<file path="config.mk">
export PLATFORM = sky130hd
export DESIGN_NAME = prio_encoder_pipe_flat
export DESIGN_NICKNAME = d
export VERILOG_FILES = /design/src/rtl/prio_enc_pkg.sv /design/src/rtl/prio_encoder_pipe_if.sv /design/src/rtl/prio_enc_skid.sv /design/src/rtl/prio_encoder_pipe.sv /design/src/flat_wrapper.sv
export SDC_FILE = /design/constraint.sdc
export NUM_CORES = 1
export LEC_CHECK = 0
export CORE_MARGIN = 4
export CORE_UTILIZATION = 25
export CTS_CLUSTER_DIAMETER = 40
export CTS_CLUSTER_SIZE = 25
export DETAILED_ROUTE_END_ITERATION = 10
export GPL_ROUTABILITY_DRIVEN = 1
export PLACE_DENSITY = 0.49
export SLEW_MARGIN = 15
export SYNTH_ARGS = -nofsm -noshare
export SYNTH_HDL_FRONTEND = slang
export SYNTH_HIERARCHICAL = 1
export SYNTH_SLANG_ARGS = --single-unit
</file>
<file path="constraint.sdc">
create_clock -name clk -period 3.95 [get_ports clk]
set_input_delay 0.79 -clock clk [delete_from_list [all_inputs] [get_ports clk]]
set_output_delay 0.79 -clock clk [all_outputs]
set_load 0.02 [all_outputs]
</file>
<file path="src/rtl/prio_enc_pkg.sv">
// Shared types and helpers for the registered priority encoder and other one-hot consumers.
// enc_hi() works on a zero-extended vector of up to ENC_MAX_N lines.
package prio_enc_pkg;

  localparam int DEF_N     = 4;
  localparam int DEF_W     = 2;
  localparam int DEF_CNT_W = 8;

  localparam int ENC_MAX_N = 64;
  localparam int ENC_MAX_W = $clog2(ENC_MAX_N);

  typedef enum logic [1:0] {
    ST_EMPTY = 2'b00,
    ST_ONE   = 2'b01,
    ST_TWO   = 2'b10
  } skid_state_t;

  typedef struct packed {
    logic                 zero;
    logic                 multi;
    logic [ENC_MAX_W-1:0] code;
  } enc_res_t;

  // Highest set bit wins; multi is raised as soon as a second set bit is seen.
  function automatic enc_res_t enc_hi(input logic [ENC_MAX_N-1:0] d);
    enc_res_t r;
    logic     seen;
    r.zero  = 1'b1;
    r.multi = 1'b0;
    r.code  = '0;
    seen    = 1'b0;
    for (int i = 0; i < ENC_MAX_N; i++) begin
      if (d[i]) begin
        r.multi = r.multi | seen;
        seen    = 1'b1;
        r.zero  = 1'b0;
        r.code  = ENC_MAX_W'(i);
      end
    end
    return r;
  endfunction

endpackage

</file>
<file path="src/rtl/prio_encoder_pipe_if.sv">
// Valid/ready line-vector input and select-code output of the priority encoder.
// slave is the encoder's view, master is the producer/consumer side.
interface prio_encoder_pipe_if #(
  parameter int N     = 4,
  parameter int W     = 2,
  parameter int CNT_W = 8
);
  logic             in_valid;
  logic             in_ready;
  logic [N-1:0]     D;
  logic             out_valid;
  logic             out_ready;
  logic [W-1:0]     S;
  logic             out_zero;
  logic             out_multi;
  logic [CNT_W-1:0] err_count;

  modport slave (
    input  in_valid, D, out_ready,
    output in_ready, out_valid, S, out_zero, out_multi, err_count
  );

  modport master (
    output in_valid, D, out_ready,
    input  in_ready, out_valid, S, out_zero, out_multi, err_count
  );
endinterface

</file>
<file path="src/rtl/prio_enc_skid.sv">
// Generic 2-entry valid/ready skid buffer: output register plus one skid register.
// in_ready comes straight from a flop so upstream never sees a path from out_ready.
module prio_enc_skid
  import prio_enc_pkg::*;
#(
  parameter int DW = 4
) (
  input  logic          clk,
  input  logic          rst_n,
  input  logic          in_valid,
  output logic          in_ready,
  input  logic [DW-1:0] in_data,
  output logic          out_valid,
  input  logic          out_ready,
  output logic [DW-1:0] out_data
);

  skid_state_t   state_reg, state_next;
  logic          in_ready_reg;
  logic [DW-1:0] or_data_reg;
  logic [DW-1:0] sk_data_reg;
  logic          accept, xfer;
  logic          or_load_in, or_load_sk, sk_load;

  assign accept = in_valid & in_ready_reg;
  assign xfer   = out_valid & out_ready;

  always_ff @(posedge clk or negedge rst_n) begin
    if (!rst_n) begin
      state_reg    <= ST_EMPTY;
      in_ready_reg <= 1'b1;
    end else begin
      state_reg    <= state_next;
      in_ready_reg <= (state_next != ST_TWO);
    end
  end

  always_comb begin
    state_next = state_reg;
    unique case (state_reg)
      ST_EMPTY: if (accept) state_next = ST_ONE;
      ST_ONE: begin
        if (accept && !xfer)      state_next = ST_TWO;
        else if (!accept && xfer) state_next = ST_EMPTY;
      end
      ST_TWO:   if (xfer) state_next = ST_ONE;
      default:  state_next = ST_EMPTY;
    endcase
  end

  always_comb begin
    out_valid  = (state_reg != ST_EMPTY);
    or_load_in = 1'b0;
    or_load_sk = 1'b0;
    sk_load    = 1'b0;
    unique case (state_reg)
      ST_EMPTY: or_load_in = accept;
      ST_ONE: begin
        or_load_in = accept & xfer;
        sk_load    = accept & ~xfer;
      end
      ST_TWO:   or_load_sk = xfer;
      default: begin
        or_load_in = 1'b0;
      end
    endcase
  end

  // Per-bit storage lanes; OR takes either the fresh input or the skid entry.
  for (genvar gi = 0; gi < DW; gi++) begin : g_lane
    always_ff @(posedge clk or negedge rst_n) begin
      if (!rst_n) begin
        or_data_reg[gi] <= 1'b0;
        sk_data_reg[gi] <= 1'b0;
      end else begin
        if (or_load_in)      or_data_reg[gi] <= in_data[gi];
        else if (or_load_sk) or_data_reg[gi] <= sk_data_reg[gi];
        if (sk_load)         sk_data_reg[gi] <= in_data[gi];
      end
    end
  end

  assign in_ready = in_ready_reg;
  assign out_data = or_data_reg;

endmodule

</file>
<file path="src/rtl/prio_encoder_pipe.sv">
// Registered N-to-log2(N) priority encoder with zero/multi-hot flags, skid-buffered
// valid/ready handshake and a saturating count of accepted multi-hot vectors.
module prio_encoder_pipe
  import prio_enc_pkg::*;
#(
  parameter int N     = DEF_N,
  parameter int W     = DEF_W,
  parameter int CNT_W = DEF_CNT_W
) (
  input  logic               clk,
  input  logic               rst_n,
  prio_encoder_pipe_if.slave bus
);

  if (W != $clog2(N)) begin : g_bad_w
    $fatal(1, "prio_encoder_pipe: W must equal clog2(N)");
  end
  if (N < 2 || N > ENC_MAX_N) begin : g_bad_n
    $fatal(1, "prio_encoder_pipe: N out of supported range");
  end

  logic [ENC_MAX_N-1:0] d_ext;
  enc_res_t             enc;
  logic                 enc_code_unused;
  logic [W+1:0]         skid_din, skid_dout;
  logic                 in_ready;
  logic                 accept;
  logic [CNT_W-1:0]     err_count_reg, err_count_next;

  for (genvar gi = 0; gi < ENC_MAX_N; gi++) begin : g_dext
    if (gi < N) begin : g_live
      assign d_ext[gi] = bus.D[gi];
    end else begin : g_pad
      assign d_ext[gi] = 1'b0;
    end
  end

  assign enc             = enc_hi(d_ext);
  assign enc_code_unused = ^enc.code;
  assign skid_din        = {enc.zero, enc.multi, enc.code[W-1:0]};

  prio_enc_skid #(.DW(W + 2)) u_skid (
    .clk       (clk),
    .rst_n     (rst_n),
    .in_valid  (bus.in_valid),
    .in_ready  (in_ready),
    .in_data   (skid_din),
    .out_valid (bus.out_valid),
    .out_ready (bus.out_ready),
    .out_data  (skid_dout)
  );

  assign accept       = bus.in_valid & in_ready;
  assign bus.in_ready = in_ready;
  assign bus.out_zero = skid_dout[W+1];
  assign bus.out_multi = skid_dout[W];
  assign bus.S        = skid_dout[W-1:0];

  // Counted on accept, so a stalled output does not delay the error statistic.
  always_comb begin
    err_count_next = err_count_reg;
    if (accept && enc.multi && (err_count_reg != {CNT_W{1'b1}}))
      err_count_next = err_count_reg + 1'b1;
  end

  always_ff @(posedge clk or negedge rst_n) begin
    if (!rst_n) err_count_reg <= '0;
    else        err_count_reg <= err_count_next;
  end

  assign bus.err_count = err_count_reg;

endmodule
</file>
<file path="src/flat_wrapper.sv">
// flat-port wrapper written by rule: the top's interface ports become plain ports
module prio_encoder_pipe_flat import prio_enc_pkg::*;
#(
  parameter int N     = DEF_N,
  parameter int W     = DEF_W,
  parameter int CNT_W = DEF_CNT_W
)
  (clk, rst_n, bus_in_valid, bus_D, bus_out_ready, bus_in_ready, bus_out_valid, bus_S, bus_out_zero, bus_out_multi, bus_err_count);
  prio_encoder_pipe_if #(.N(N), .W(W), .CNT_W(CNT_W)) bus_i ();
  input  logic clk;
  input  logic rst_n;
  input wire logic [$bits(bus_i.in_valid)-1:0] bus_in_valid;
  input wire logic [$bits(bus_i.D)-1:0] bus_D;
  input wire logic [$bits(bus_i.out_ready)-1:0] bus_out_ready;
  output wire logic [$bits(bus_i.in_ready)-1:0] bus_in_ready;
  output wire logic [$bits(bus_i.out_valid)-1:0] bus_out_valid;
  output wire logic [$bits(bus_i.S)-1:0] bus_S;
  output wire logic [$bits(bus_i.out_zero)-1:0] bus_out_zero;
  output wire logic [$bits(bus_i.out_multi)-1:0] bus_out_multi;
  output wire logic [$bits(bus_i.err_count)-1:0] bus_err_count;
  assign bus_i.in_valid = bus_in_valid;
  assign bus_i.D = bus_D;
  assign bus_i.out_ready = bus_out_ready;
  assign bus_in_ready = bus_i.in_ready;
  assign bus_out_valid = bus_i.out_valid;
  assign bus_S = bus_i.S;
  assign bus_out_zero = bus_i.out_zero;
  assign bus_out_multi = bus_i.out_multi;
  assign bus_err_count = bus_i.err_count;
  prio_encoder_pipe #(.N(N), .W(W), .CNT_W(CNT_W)) u_core (.clk(clk), .rst_n(rst_n), .bus(bus_i));
endmodule
</file>
==> impl_metrics.tcl <==
set metrics [dict create \
    finish.instance_area_um2 1310 \
    combPwrFrac 0.446 \
    fmax_ghz 0.418 \
    rsz0062_at_grt "no" \
    regToRegStartpoint "u_core/u_skid/in_ready" \
    p_leak_nw 0.548 \
    critPathLaunchType "input port" \
    intPower_mw 0.553 \
    whs_path_depth 1 \
    fin_tns_setup_ps 0 \
    num_vias 714 \
    post_cts_resized 0 \
    vias_per_cell 4.61 \
    switchingPower_mw 0.294 \
    first_pass_iters 4 \
    power.total_mw 0.847 \
    skew_ps 4.40 \
    pwr-share-seq 0.400 \
    postCtsSetupBuffers 0 \
    worst_pin_slew_ps 839 \
    die_x_um 70.9 \
    setup_slack_ps 1560 \
    finalNonFillerCells 155 \
    die_height_um 70.9 \
    placedCellCount 151 \
    vdd.ir_drop.worst_uv 185 \
    syn_area_um2 990 \
    crit_buf_inv 1 \
    cp-end-kind "flip-flop" \
    whs_ps 503 \
    crit_required_ps 4080 \
    tritoncts "built" \
    yosys.area.top_type "dfrtp_1" \
    fin_crit_sh 0.606 \
    outcome "finished clean" \
    syn-num-nets 91 \
    pre_cts_ws_ps 1300 \
    crit_chain "clkdlybuf4s50_1 -> a211oi_1 -> nor3_2 -> and2_2 -> mux2_2" \
    n_antenna_cell 0 \
    r2r_cells 4 \
    synth_seq_cells 19 \
    critPathKind "input port to flip-flop" \
    r2r-end "u_core/bus.err_count[1]" \
    cp.arrival_ps 2530 \
    hold_class "flip-flop to flip-flop" \
    wire_per_inst_um 12.8 \
    grt_first_pass_wirelength_mm 3.37 \
    num_io_pins 22 \
    switching_share 0.347 \
    slowest_delay_ps 530 \
    syn_area_per_cell_um2 12.1 \
    path_max_fanout 9 \
    maxSlewHeadroom 0.439 \
    setup_viol 0 \
    critPathSlowestCell "clkdlybuf4s50_1" \
    final_antenna_net_count 0 \
    rows 22 \
    drt_iter0_markers 18 \
    gp_congestion 0.719 \
    clk_latency_ps 250 \
    ys_seq_area_frac 0.482 \
    r2r_slack_ps 2230 \
    p_per_area_nw_per_um2 649 \
    drc 0 \
    largest_reg_flops 8 \
    syn2layout_area_growth_pct 31.9 \
    core-area_um2 3740 \
    synth.top_cells.by_count "dfrtp_1 (18), mux2_2 (7), nand2_1 (6)" \
    ys.flop_type "dfrtp_1" \
    clkTransAtPathRegs_ps 70 \
    die-area_um2 5030 \
    dpl_cell_area_um2 1260 \
    synth_area_leaders "dfrtp_1 (46%), mux2_2 (8.0%), mux2_4 (6.1%)" \
    ys_types 33 \
    cts.path.max_buffers 2 \
    register_area_um2 477 \
    routed_wl_mm 1.98 \
    hold_start "u_core/u_skid/sk_data_reg[1]" \
    multi_input_area_um2 509 \
    antenna_found_initial 0 \
    gr-usage-all-layers 0.0841 \
    syn_inst 82 \
    grt_max_degree 20 \
    post-route-util 0.349 \
    hold_viol 0 \
    hold-path-endpoint "u_core/u_skid/sk_data_reg[1]" \
    nFillCells 399 \
    yosysMostFrequentCell "dfrtp_1" \
    synth_edf_count 0 \
    cts-root-buf "clkbuf_8" \
    port_buffers 21 \
    dp_hpwl_mm 1.52 \
    nNetsFinal 117 \
    ys_async_sr_fraction 1.00 \
    gr-total-overflow 0 \
    start_util 0.264 \
    cts.sinks 19 \
    yosys_warnings 6 \
    maxCapViolations 0 \
    first_global_vias 704 \
    clockPowerShare 0.154 \
    drive_above_1_share 0.234 \
    finalMaxSlewViolations 0 \
    htree_num_levels 1 \
    worst_path_dominant_cell_family "simple AND/OR/NAND/NOR gates" \
    cts_buffers 3 \
    fin_crit_ps 2390 \
    holdBufCountCts 0 \
    netlist.area_leader.share 0.455 \
]
metal layers:
layer / up-vias / track usage / wire (um)
li1: 350 / - / -
met1: 352 / 0.104 / 907
met2: 10 / 0.138 / 983
met3: 2 / 0.0256 / 65
met4: 0 / 0.0313 / 27
met5: - / 0 / 0
logic make-up after synthesis:
| logic type | after synthesis | synth area share |
|---|---|---|
| flip-flops | 19 | 0.482 |
| buffers and inverters | 1 | 0.00379 |
| AO/OA/AOI/OAI | 11 | 0.0683 |
| adder cells (fa/ha/maj) | 1 | 0.0126 |
| XOR/XNOR | 3 | 0.0266 |
| multiplexers | 16 | 0.196 |
| AND/OR/NAND/NOR | 31 | 0.211 |
cell usage in the layout, fill, tap and decap left out, types with 2 or more instances in the layout:
cell,instances
nand3_1,4
mux2_4,4
nand4_1,2
nor2b_1,2
and3_2,2
o21ai_0,2
mux2_1,4
nand2_1,6
a21oi_1,3
clkbuf_8,3
clkdlybuf4s50_1,21
dfrtp_1,18
mux2_2,7
xnor2_1,2
nor2_1,3
a211oi_1,2
or2_2,3
final cells by class:
| type | count | area share |
|---|---|---|
| multi-input cells | 62 | 0.390 |
| flip-flops and latches | 19 | 0.365 |
| repair buffers | 21 | 0.161 |
| well taps | 48 | 0.0460 |
| clock buffers | 4 | 0.0345 |
| inverters | 1 | 0.00288 |
power by group through the flow:
stage	clock network [mW]	logic [mW]	registers [mW]
after global placement	0	0.382	0.340
after global routing	0.147	0.408	0.352
after CTS	0.138	0.385	0.340
final	0.131	0.378	0.339
after detailed placement	0	0.385	0.342
after floorplan	0	0.177	0.387
worst max-delay path by stage:
| stage | slack (ps) | start | to | cells past startpoint |
|---|---|---|---|---|
| floorplan | 2050 | bus_D[2] | u_core/bus.err_count[1] | 4 |
| finish | 1560 | bus_D[2] | u_core/bus.err_count[1] | 5 |
| detailed placement | 1300 | bus_D[2] | u_core/bus.err_count[1] | 5 |
| CTS | 1560 | u_core/u_skid/state_reg[1] | bus_out_valid | 2 |
| global route | 1410 | bus_D[2] | u_core/bus.err_count[1] | 5 |
| global placement | 1330 | bus_D[2] | u_core/bus.err_count[1] | 5 |
Power figures use the tool's default switching activity.
